File: src/rtl/input_fanout_layer_pkg.sv
// Shared definitions for the input fan-out layer: mode encoding and tap-mask sizing.
package input_fanout_layer_pkg;

  // Operating mode of the datapath; anything other than ModeTrain behaves as test.
  typedef enum logic {
    ModeTest  = 1'b0,
    ModeTrain = 1'b1
  } mode_e;

  // Tap mask holds one bit per state tap plus the internal training sink (top bit).
  function automatic int unsigned mask_width(input int unsigned nt);
    return nt + 1;
  endfunction

endpackage

File: src/rtl/input_fanout_layer_sync_fifo.sv
// Single-clock valid/ready FIFO; the head entry is presented directly on the output side.
module sync_fifo #(
  parameter int unsigned WIDTH = 8,
  parameter int unsigned DEPTH = 2
) (
  input  logic             clk,
  input  logic             rst_n,
  input  logic             in_valid,
  output logic             in_ready,
  input  logic [WIDTH-1:0] in_data,
  output logic             out_valid,
  input  logic             out_ready,
  output logic [WIDTH-1:0] out_data
);

  localparam int unsigned AW = (DEPTH > 1) ? $clog2(DEPTH) : 1;

  logic [WIDTH-1:0] mem_q [DEPTH];
  logic [AW-1:0]    wr_ptr_q;
  logic [AW-1:0]    rd_ptr_q;
  logic [AW:0]      cnt_q;
  logic             full;
  logic             empty;
  logic             push;
  logic             pop;

  // Ready depends only on occupancy, so a same-cycle pop never feeds back into ready.
  always_comb begin
    full      = (cnt_q == (AW + 1)'(DEPTH));
    empty     = (cnt_q == '0);
    in_ready  = !full && rst_n;
    out_valid = !empty;
    out_data  = mem_q[rd_ptr_q];
    push      = in_valid && in_ready;
    pop       = out_valid && out_ready;
  end

  // Storage array; contents are don't-care while empty, so no reset is needed.
  always_ff @(posedge clk) begin
    if (push) begin
      mem_q[wr_ptr_q] <= in_data;
    end
  end

  // Pointers and occupancy; DEPTH is a power of two so pointers wrap naturally.
  always_ff @(posedge clk or negedge rst_n) begin
    if (!rst_n) begin
      wr_ptr_q <= '0;
      rd_ptr_q <= '0;
      cnt_q    <= '0;
    end else begin
      if (push) begin
        wr_ptr_q <= wr_ptr_q + 1'b1;
      end
      if (pop) begin
        rd_ptr_q <= rd_ptr_q + 1'b1;
      end
      unique case ({push, pop})
        2'b10:   cnt_q <= cnt_q + 1'b1;
        2'b01:   cnt_q <= cnt_q - 1'b1;
        default: cnt_q <= cnt_q;
      endcase
    end
  end

endmodule

File: src/rtl/input_fanout_layer.sv
// Input layer: buffers samples and forks each one to NT state taps, plus a training sink
// that joins with the weight and delta streams while in TRAIN mode.
module input_fanout_layer
  import input_fanout_layer_pkg::*;
#(
  parameter int unsigned NC    = 7,
  parameter int unsigned NN    = 6,
  parameter int unsigned WF    = 5,
  parameter int unsigned NT    = 2,
  parameter int unsigned DEPTH = 2,
  parameter string       BURST = "yes",
  parameter int unsigned CW    = 16
) (
  input  logic                iCLK,
  input  logic                iRST,
  input  logic                iMode,
  input  logic                iValid_AM_Input,
  output logic                oReady_AM_Input,
  input  logic [NC*WF-1:0]    iData_AM_Input,
  output logic [NT-1:0]       oValid_BM_State,
  input  logic [NT-1:0]       iReady_BM_State,
  output logic [NT*NC*WF-1:0] oData_BM_State,
  input  logic                iValid_AS_Weight,
  output logic                oReady_AS_Weight,
  input  logic [NC*NN*WF-1:0] iData_AS_Weight,
  input  logic                iValid_AS_Delta0,
  output logic                oReady_AS_Delta0,
  input  logic [NN*WF-1:0]    iData_AS_Delta0,
  output logic [CW-1:0]       oCount_Train
);

  localparam int unsigned MW     = mask_width(NT);
  localparam int unsigned DW     = NC * WF;
  localparam bit          Bubble = (BURST == "no");

  logic          head_valid;
  logic [DW-1:0] head_data;
  logic          present;
  logic          retire;
  logic          sink_fire;
  logic [MW-1:0] mode_mask;
  logic [MW-1:0] eff_mask;
  logic [MW-1:0] tap_valid;
  logic [MW-1:0] tap_acc;
  logic [MW-1:0] tap_done;

  logic [MW-1:0] mask_q;
  logic          mask_held_q;
  logic [MW-1:0] sent_q;
  logic          bubble_q;
  logic [CW-1:0] count_q;

  // Weight and delta payloads are only consumed as tokens to pace training.
  logic unused_payload;
  assign unused_payload = ^{iData_AS_Weight, iData_AS_Delta0};

  sync_fifo #(
    .WIDTH (DW),
    .DEPTH (DEPTH)
  ) u_fifo (
    .clk       (iCLK),
    .rst_n     (iRST),
    .in_valid  (iValid_AM_Input),
    .in_ready  (oReady_AM_Input),
    .in_data   (iData_AM_Input),
    .out_valid (head_valid),
    .out_ready (retire),
    .out_data  (head_data)
  );

  // Fork control: the mask is frozen from the first presented cycle until retire, so a
  // mode change mid-sample cannot withdraw a valid that is already asserted.
  always_comb begin
    mode_mask = (iMode == ModeTrain) ? '1 : MW'(1);
    eff_mask  = mask_held_q ? mask_q : mode_mask;
    present   = head_valid && !bubble_q;
    tap_valid = present ? (eff_mask & ~sent_q) : '0;
    sink_fire = tap_valid[NT] && iValid_AS_Weight && iValid_AS_Delta0;
    tap_acc   = {sink_fire, tap_valid[NT-1:0] & iReady_BM_State};
    tap_done  = ~eff_mask | sent_q | tap_acc;
    retire    = present && (&tap_done);
  end

  // Output drive; every tap carries the same head sample.
  always_comb begin
    oValid_BM_State  = tap_valid[NT-1:0];
    oData_BM_State   = {NT{head_data}};
    oReady_AS_Weight = sink_fire;
    oReady_AS_Delta0 = sink_fire;
    oCount_Train     = count_q;
  end

  // Per-sample fork state: sent flags, latched mask, post-retire bubble and train counter.
  always_ff @(posedge iCLK or negedge iRST) begin
    if (!iRST) begin
      mask_q      <= '0;
      mask_held_q <= 1'b0;
      sent_q      <= '0;
      bubble_q    <= 1'b0;
      count_q     <= '0;
    end else begin
      if (present && !mask_held_q) begin
        mask_q <= mode_mask;
      end
      if (retire) begin
        mask_held_q <= 1'b0;
        sent_q      <= '0;
      end else begin
        if (present) begin
          mask_held_q <= 1'b1;
        end
        sent_q <= sent_q | tap_acc;
      end
      bubble_q <= Bubble && retire;
      if (retire && eff_mask[NT]) begin
        count_q <= count_q + CW'(1);
      end
    end
  end

endmodule

File: config.mk
export PLATFORM = sky130hd
export DESIGN_NAME = input_fanout_layer
export DESIGN_NICKNAME = d
export VERILOG_FILES = /design/src/rtl/input_fanout_layer_pkg.sv /design/src/rtl/input_fanout_layer_sync_fifo.sv /design/src/rtl/input_fanout_layer.sv
export SDC_FILE = /design/constraint.sdc
export NUM_CORES = 1
export LEC_CHECK = 0
export ABC_AREA = 1
export CAP_MARGIN = 20
export CORE_AREA = 2 2 144 146
export CTS_BUF_LIST = sky130_fd_sc_hd__clkbuf_2
export CTS_CLUSTER_DIAMETER = 120
export CTS_CLUSTER_SIZE = 8
export DETAILED_ROUTE_END_ITERATION = 8
export DIE_AREA = 0 0 146 148
export SETUP_SLACK_MARGIN = 0.15
export SLEW_MARGIN = 20
export SYNTH_ARGS = -nofsm -noshare
export SYNTH_HDL_FRONTEND = slang
export SYNTH_SLANG_ARGS = --single-unit
File: constraint.sdc
create_clock -name iCLK -period 6.45 [get_ports iCLK]
set_input_delay 0.9675 -clock iCLK [delete_from_list [all_inputs] [get_ports iCLK]]
set_output_delay 0.9675 -clock iCLK [all_outputs]
set_load 0.02 [all_outputs]
# Yosys cells after proc, flatten, opt, wreduce, memory -nomap -nowiden
# Memories as Yosys holds them, arrays and structs flattened.
# Index checks and enable logic that the tools add are counted.
dict set report op_classes {
  bitwise 7
  n_mux 9
  n_eq_ne 4
  n_reduce_logical 14
  n_addsub 5
}
# operator n
set ops {}
lappend ops {{$add 16x1->16 const B} 1}
lappend ops {{$mux 3} 4}
lappend ops {{$or 3x3->3} 3}
lappend ops {{$logic_and 1x1->1} 8}
lappend ops {{$not 3->3} 2}
lappend ops {{$eq 2x2->1 const B} 2}
lappend ops {{$mux 1} 4}
lappend ops {{$pmux 2 s2} 1}
lappend ops {{$and 3x3->3} 1}
lappend ops {{$logic_not 1->1} 3}
lappend ops {{$reduce_and 3->1} 1}
lappend ops {{$add 1x1->1 const B} 2}
lappend ops {{$add 2x1->2 const B} 1}
lappend ops {{$and 2x2->2} 1}
lappend ops {{$eq 2x1->1 const B} 1}
lappend ops {{$logic_not 2->1} 1}
lappend ops {{$ne 2x2->1 const B} 1}
lappend ops {{$reduce_bool 2->1} 1}
lappend ops {{$sub 2x1->2 const B} 1}
dict set report totals {
  word_cells 47
  ramBits 70
  regBits 27
  memories 1
  in_bits 283
}
# name depth width rd rd_ports_with_merged_regs wr line
set mem_list {}
lappend mem_list {u_fifo.mem_q 2 35 1 0 1 input_fanout_layer_sync_fifo.sv:18} ;# logic [WIDTH-1:0] mem_q [DEPTH];

# Longest topological paths before layout
# Gate-level depths: netlist of run 1.
dict set report depth {
  word_depth 12
  ltp_mapped 12
  mapped_depth_nobuf 11
}

# By module
# From an unflattened synthesis of run 1, not the netlist that was laid out.
dict set report unflattened {
  hier_cells 436
  area_unflattened_um2 4465.5
}
# mod cells_per_inst instances seq_area_each_um2 area_each_um2
set by_module_without_submodules {}
lappend by_module_without_submodules {sync_fifo 214 1 2202.1 2845.2}
lappend by_module_without_submodules {input_fanout_layer 222 1 550.5 1620.3}

# Worst setup path after synthesis of run 1
# OpenSTA, ideal clock, no wires.
dict set report synth_timing {
  kind {input port to flip-flop}
  start {input port iRST}
  end {memory u_fifo.mem_q[0][0] (netlist bit), enable pin}
  slack_ns 2.714
  setup_ns 0.427
  path_stages 3
  t_arrival_ns 3.309
  n_path_buf 0
  cell_sequence {a21boi_0 -> nand2_1 -> nor2_1}
}
dict set report synth_via {
  elab_chain_cells 4
}
# element line
set synth_lines {}
lappend synth_lines {{start, declared} input_fanout_layer.sv:15} ;# input logic iRST,
lappend synth_lines {{$logic_and 1x1->1} input_fanout_layer_sync_fifo.sv:31} ;# in_ready = !full && rst_n;
lappend synth_lines {{$logic_and 1x1->1} input_fanout_layer_sync_fifo.sv:34} ;# push = in_valid && in_ready;
lappend synth_lines {{$mux 1} input_fanout_layer_sync_fifo.sv:40} ;# if (push) begin
lappend synth_lines {{$mux 1 (not written as such)} input_fanout_layer_sync_fifo.sv:41} ;# mem_q[wr_ptr_q] <= in_data;
lappend synth_lines {{end, declared} input_fanout_layer_sync_fifo.sv:18}
# Every way passes these cells.

# Worst setup path after layout of run 1
dict set report layout_timing {
  start {input port iMode}
  end {output port oReady_AS_Delta0}
}
dict set report layout_via {
  elab_chain_cells 6
}
# element line
set layout_lines {}
lappend layout_lines {{start, declared} input_fanout_layer.sv:16} ;# input logic iMode,
lappend layout_lines {{$mux 3} input_fanout_layer.sv:74} ;# mode_mask = (iMode == ModeTrain) ? '1 : MW'(1);
lappend layout_lines {{$mux 3} input_fanout_layer.sv:75} ;# eff_mask = mask_held_q ? mask_q : mode_mask;
lappend layout_lines {{$and 3x3->3} input_fanout_layer.sv:77} ;# tap_valid = present ? (eff_mask & ~sent_q) : '0;
lappend layout_lines {{$mux 3} input_fanout_layer.sv:77}
lappend layout_lines {{$logic_and 1x1->1 (2 in a row)} input_fanout_layer.sv:78} ;# sink_fire = tap_valid[NT] && iValid_AS_Weight && iValid_AS_Delta0;
lappend layout_lines {{end, declared} input_fanout_layer.sv:27} ;# output logic oReady_AS_Delta0,
# Every way passes these cells.

==> flow_metrics.tcl, run 1 <==
set metrics [dict create \
    combPwrFrac 0.535 \
    p_int_w 0.00137 \
    drv_slew 0 \
    wire_per_inst_microns 14.8 \
    wirelength_microns 12000 \
    dr_total_vias 3118 \
    r2r_end "u_fifo.cnt_q[1]" \
    synthDistinctLibCells 27 \
    clockBufferDepth 2 \
    die_w_microns 146 \
    synthMostInstantiatedCell "nand2_1" \
    grt_max_degree 37 \
    first_global_vias 3043 \
    start_util 0.216 \
    switching_share 0.439 \
    outcome "completed" \
    synthCells 431 \
    post_cts_buffers 0 \
    crit_end "oReady_AS_Delta0" \
    yosysWarnings 0 \
    synth_top_area_share 0.486 \
    cts-buffers-inserted 9 \
    tns_ns 0 \
    rrSetupSlack_ns 3.87 \
    yosys.area.top_type "edfxtp_1" \
    num-fill-cells 2142 \
    hold_viol_final 0 \
    synthTopCellsByArea "edfxtp_1, dfrtp_1, nand2_1, buf_4, nand3_1" \
    synth_common_cells "nand2_1, edfxtp_1, buf_4, nand3_1, inv_1" \
    synth_top_family_by_area "simple AND/OR/NAND/NOR gates" \
    core_sq_um 20000 \
    gr-max-usage-layer "met2" \
    switching_power_w 0.00107 \
    grtUsageMet2 0.169 \
    place_congestion 0.787 \
    cp-end-kind "output port" \
    clk_pin_slew_ns 0.31 \
    synth_edf_count 70 \
    fmax_mhz 235 \
    clkLatencyLatePin_ns 0.61 \
    gr-usage-all-layers 0.111 \
    relSlewSlack 0.406 \
    grt_use_met1 0.139 \
    synth-seq-cells 96 \
    hold_class "reg2reg" \
    maxCapViolations 0 \
    die_y_microns 148 \
    cts_tree "done" \
    max_slew.worst_pin.slew_ns 0.890 \
    hpwl_microns 8460 \
    drt_iter0_markers 190 \
    ant_nets 0 \
    worstReg2RegStart "mask_held_q" \
    syn_area_per_cell_sq_um 10.0 \
    cts_resized 0 \
    synth_compound_area_frac 0.0194 \
    finalCritPeriodShare 0.661 \
    seqPwrFrac 0.332 \
    path_max_fanout 17 \
    setup_ws_ns 2.19 \
    overflow 0 \
    h-tree-depth 3 \
    layout_min_cycle_time_ns 4.26 \
    reg2reg_depth 9 \
    use_met3 0.0509 \
    ir_drop_mv 0.174 \
    cts-hold-fix-buffers 0 \
    ios 374 \
    rsz0062_at_grt "no" \
    die_area_sq_um 21600 \
    clkPwrFrac 0.133 \
    p_leak_nw 2.31 \
    io_buffers 133 \
    startpoint "iMode" \
    antenna_found_initial 0 \
    synth-adder-area-share 0.00579 \
    regArea_sq_um 2750 \
    drt_first_pass_iters 4 \
    holdWs_ns 0.499 \
    synth-xor-area-share 0.0162 \
    clock_skew_ns 0.0385 \
    drc 0 \
    vias_per_cell 3.85 \
    area_growth_pct 35.4 \
    clock_sinks 96 \
    synthFlopType "edfxtp_1" \
    required_ns 5.48 \
    arrival_ns 3.30 \
    grt_pass1_wl_microns 17700 \
    multiInputGateArea_sq_um 1150 \
    synth.cell_area_sq_um 4320 \
    rows 52 \
    yosys.area_share.simple 0.221 \
    p_per_area_nw_per_um2 418 \
    synth_async_sr_flop_share 0.271 \
    drive_gt1_frac 0.0575 \
    yosysSeqAreaShare 0.637 \
    cts_root_buffer "clkbuf_2" \
    crit_type "in2out" \
    cp-start-kind "primary input" \
    diodes 0 \
    nNetsFinal 819 \
    synth_mux_area_frac 0 \
    post-place-ws_ns 2.25 \
    setup_viol 0 \
    syn_nets 716 \
]
==> through the flow <==
stage               total power (W)  cell area, sq um   util  cells
floorplan                   0.00165              4320      -    431
global placement            0.00214              5720  0.285    793
detailed placement          0.00215              5720  0.285    793
CTS                         0.00249              5850  0.292    809
global route                0.00260              5850  0.292    809
finish                      0.00244              5850  0.292    809
==> state kept, by name, summed over array words and instances (netlist names) <==
signal	flops
u_fifo.mem_q	70
oCount_Train	16
sent_q	3
mask_q	2
u_fifo.cnt_q	2
mask_held_q	1
u_fifo.rd_ptr_q	1
u_fifo.wr_ptr_q	1
==> area by class of cell <==
class	count	area share
Sequential cell	96	0.470
Timing Repair Buffer	138	0.234
Multi-Input combinational cell	260	0.196
Tap cell	270	0.0577
Inverter	29	0.0186
Clock inverter	7	0.0152
Clock buffer	9	0.00770
==> cell families after synthesis <==
logic type,after synthesis
flops,96
simple gates,236
xor+xnor,8
fa+ha+maj,2
compound gates,14
buf+inv,75
==> routing by layer <==
layer | part of all wire | routed length, microns
met5 | 0 | 0
met4 | 0.013 | 159
met3 | 0.095 | 1130
met2 | 0.44 | 5320
met1 | 0.45 | 5360
==> power groups by stage <==
stage / Clock (W) / Sequential (W) / Combinational, W
3_5_place_dp: 0 / 0.000825 / 0.00133
5_1_grt: 0.000363 / 0.000824 / 0.00142
2_1_floorplan: 0 / 0.000829 / 0.000820
4_1_cts: 0.000342 / 0.000812 / 0.00133
3_3_place_gp: 0 / 0.000823 / 0.00132
6_report: 0.000326 / 0.000811 / 0.00131
==> layout by cell type, fill, tap and decap left out <==
master and instances:
o211ai_2 1, nand4_1 2, inv_6 1, clkdlybuf4s50_1 133, nand2_1 171, xnor2_1 4
o21ai_2 1, inv_2 1, edfxtp_1 70, nand3b_1 1, o21ai_0 5, clkinv_8 1
nand3_1 32, bufinv_16 1, nor2_1 23, a21oi_1 6, clkinv_4 2, clkbuf_2 9
ha_1 2, nand3_2 1, a21boi_0 1, clkinv_2 1, inv_8 1, clkinv_1 1
nand2_2 1, buf_4 5, nor2_4 3, nor2_2 2, inv_1 27, xor2_1 4
dfrtp_1 26
==> worst max-delay path, stage by stage <==
cell	delay (ns)
clkdlybuf4s50_1	0.51
inv_1	0.09
o21ai_2	0.64
nand4_1	0.27
inv_1	0.19
clkdlybuf4s50_1	0.63
==> how the worst min path moves through the flow <==
stage | startpoint | to | slack, ns | cells after the start
6_report | mask_q[0] | mask_q[0] | 0.50 | 2
5_1_grt | mask_q[0] | mask_q[0] | 0.53 | 2
4_1_cts | mask_q[0] | mask_q[0] | 0.51 | 2
3_5_place_dp | mask_q[0] | mask_q[0] | 0.45 | 2
3_3_place_gp | mask_q[0] | mask_q[0] | 0.44 | 2
2_1_floorplan | mask_q[0] | mask_q[0] | 0.42 | 2
Note: power is estimated with default switching activity, not from simulation.
==> inputs of run 2 (changes only) <==
Clock period 6.45 ns to 4.15 ns, I/O delays scaled along.
==> run 2 against run 1 <==
Compared with the run above: critical endpoint is now oData_BM_State[45]; core utilization rose by 0.17 points; sequential share of layout area is 0.28 points lower; largest cell class unchanged; cell count rose by 0.25%.
==> flow_metrics.tcl, run 2 (synthesis results as in run 1) <==
set metrics [dict create \
    outcome "completed" \
    h-tree-depth 3 \
    clk_pin_slew_ns 0.29 \
    finalCritPeriodShare 0.758 \
    hpwl_microns 8570 \
    dr_total_vias 3147 \
    relSlewSlack 0.581 \
    switching_share 0.429 \
    worst_path_largest_cell_delay_ns 0.74 \
    vias_per_cell 3.88 \
    nNetsFinal 821 \
    wire_per_inst_microns 14.9 \
    cts_root_buffer "clkbuf_2" \
    cp-start-kind "register" \
    hold_viol_final 0 \
    gr-usage-all-layers 0.113 \
    layout_commonest_cell "nand2_1" \
    drc 0 \
    place_congestion 0.791 \
    arrival_ns 2.52 \
    drt_iter0_markers 116 \
    holdWs_ns 0.385 \
    ir_drop_mv 0.300 \
    clockBufferDepth 2 \
    grt_max_degree 37 \
    critPathSlowestCell "clkdlybuf4s50_1" \
    path_common_cell "nand2_1" \
    ant_nets 0 \
    cts_resized 0 \
    layout_min_cycle_time_ns 3.14 \
    die_area_sq_um 21600 \
    io_buffers 133 \
    tns_ns 0 \
    grt_pass1_wl_microns 18100 \
    required_ns 3.53 \
    cts_tree "done" \
    drive_gt1_frac 0.0610 \
    area_growth_pct 36.2 \
    switching_power_w 0.00166 \
    combPwrFrac 0.531 \
    path_max_fanout 29 \
    p_leak_nw 2.33 \
    regMostFlops "u_fifo.mem_q" \
    seqPwrFrac 0.327 \
    antenna_found_initial 1 \
    crit_buf_inv 3 \
    p_int_w 0.00221 \
    crit_family "buffers and inverters" \
    die_w_microns 146 \
    die_y_microns 148 \
    fmax_mhz 318 \
    clock_sinks 96 \
    clkLatencyLatePin_ns 0.60 \
    clkPwrFrac 0.142 \
    core_sq_um 20000 \
    cts-hold-fix-buffers 0 \
    rsz0062_at_grt "no" \
    cp-end-kind "output port" \
    max_slew.worst_pin.slew_ns 0.627 \
    utilization 0.294 \
    drv_slew 0 \
    clock_skew_ns 0.0346 \
    wirelength_microns 12100 \
    largest_reg_flops 70 \
    p_per_area_nw_per_um2 656 \
    crit_type "reg2out" \
    crit_chain "clkinv_1, buf_4, nand2_1, nand2_1, clkdlybuf4s50_1" \
    start_util 0.216 \
    final_cell_mix "nand2_1, clkdlybuf4s50_1, edfxtp_1, nand3_1, inv_1" \
    maxCapViolations 0 \
    post_cts_buffers 0 \
    overflow 0 \
    first_global_vias 3041 \
    rows 52 \
    hold_class "in2async" \
    ios 374 \
    diodes 0 \
    setup_viol 0 \
    drt_first_pass_iters 4 \
    cts-buffers-inserted 9 \
]
## run 2: cell count changes in the layout (fill, tap and decap cells not counted), sizes merged
cell	delta
clkbuf	+1
clkinvlp	+1
bufinv	+1
buf	+2
clkinv	-3
## run 2: path summary, 6_finish.rpt
check	slack (ns)	cells past startpoint	startpoint	end
worst max register to register	2.05	5	u_fifo.cnt_q[0]	u_fifo.mem_q[1][12]
max in group asynchronous	3.49	2	iRST	mask_q[1]
worst min register to register	0.50	2	mask_q[0]	mask_q[0]
worst max-delay path	1.01	5	u_fifo.rd_ptr_q	oData_BM_State[45]
worst min-delay path	0.39	2	iRST	sent_q[0]
min in group iCLK	0.50	2	mask_q[0]	mask_q[0]
## run 2: per-layer routing
metal  vias up  track usage  routed length [microns]
met2        79        0.169                     5370
met5         -            0                       13
met1      1476        0.144                     5400
met4         2       0.0393                      167
li1       1574            -                        -
met3        16       0.0537                     1130
## run 2: area by class of cell
class	instances	area, sq um
Clock buffer	10	50.0
Clock inverter	6	91.3
Fill cell	2161	14200
Inverter	29	109
Multi-Input combinational cell	260	1150
Sequential cell	96	2750
Tap cell	270	338
Timing Repair Buffer	140	1400
## run 2: through the flow
stage	worst slack (ns)	area (sq um)	power, W	std cells
floorplan	0.759	4320	0.00256	431
global placement	1.07	5750	0.00336	795
detailed placement	1.07	5750	0.00337	795
CTS	0.884	5890	0.00393	811
global route	0.751	5890	0.00412	811
finish	1.01	5890	0.00386	811
## run 2: power groups by stage
stage	Combinational (W)	Sequential [W]	Clock, W
after floorplan	0.00127	0.00129	0
after global placement	0.00208	0.00128	0
after detailed placement	0.00208	0.00128	0
after CTS	0.00209	0.00126	0.000578
after global routing	0.00223	0.00128	0.000613
final	0.00205	0.00126	0.000547
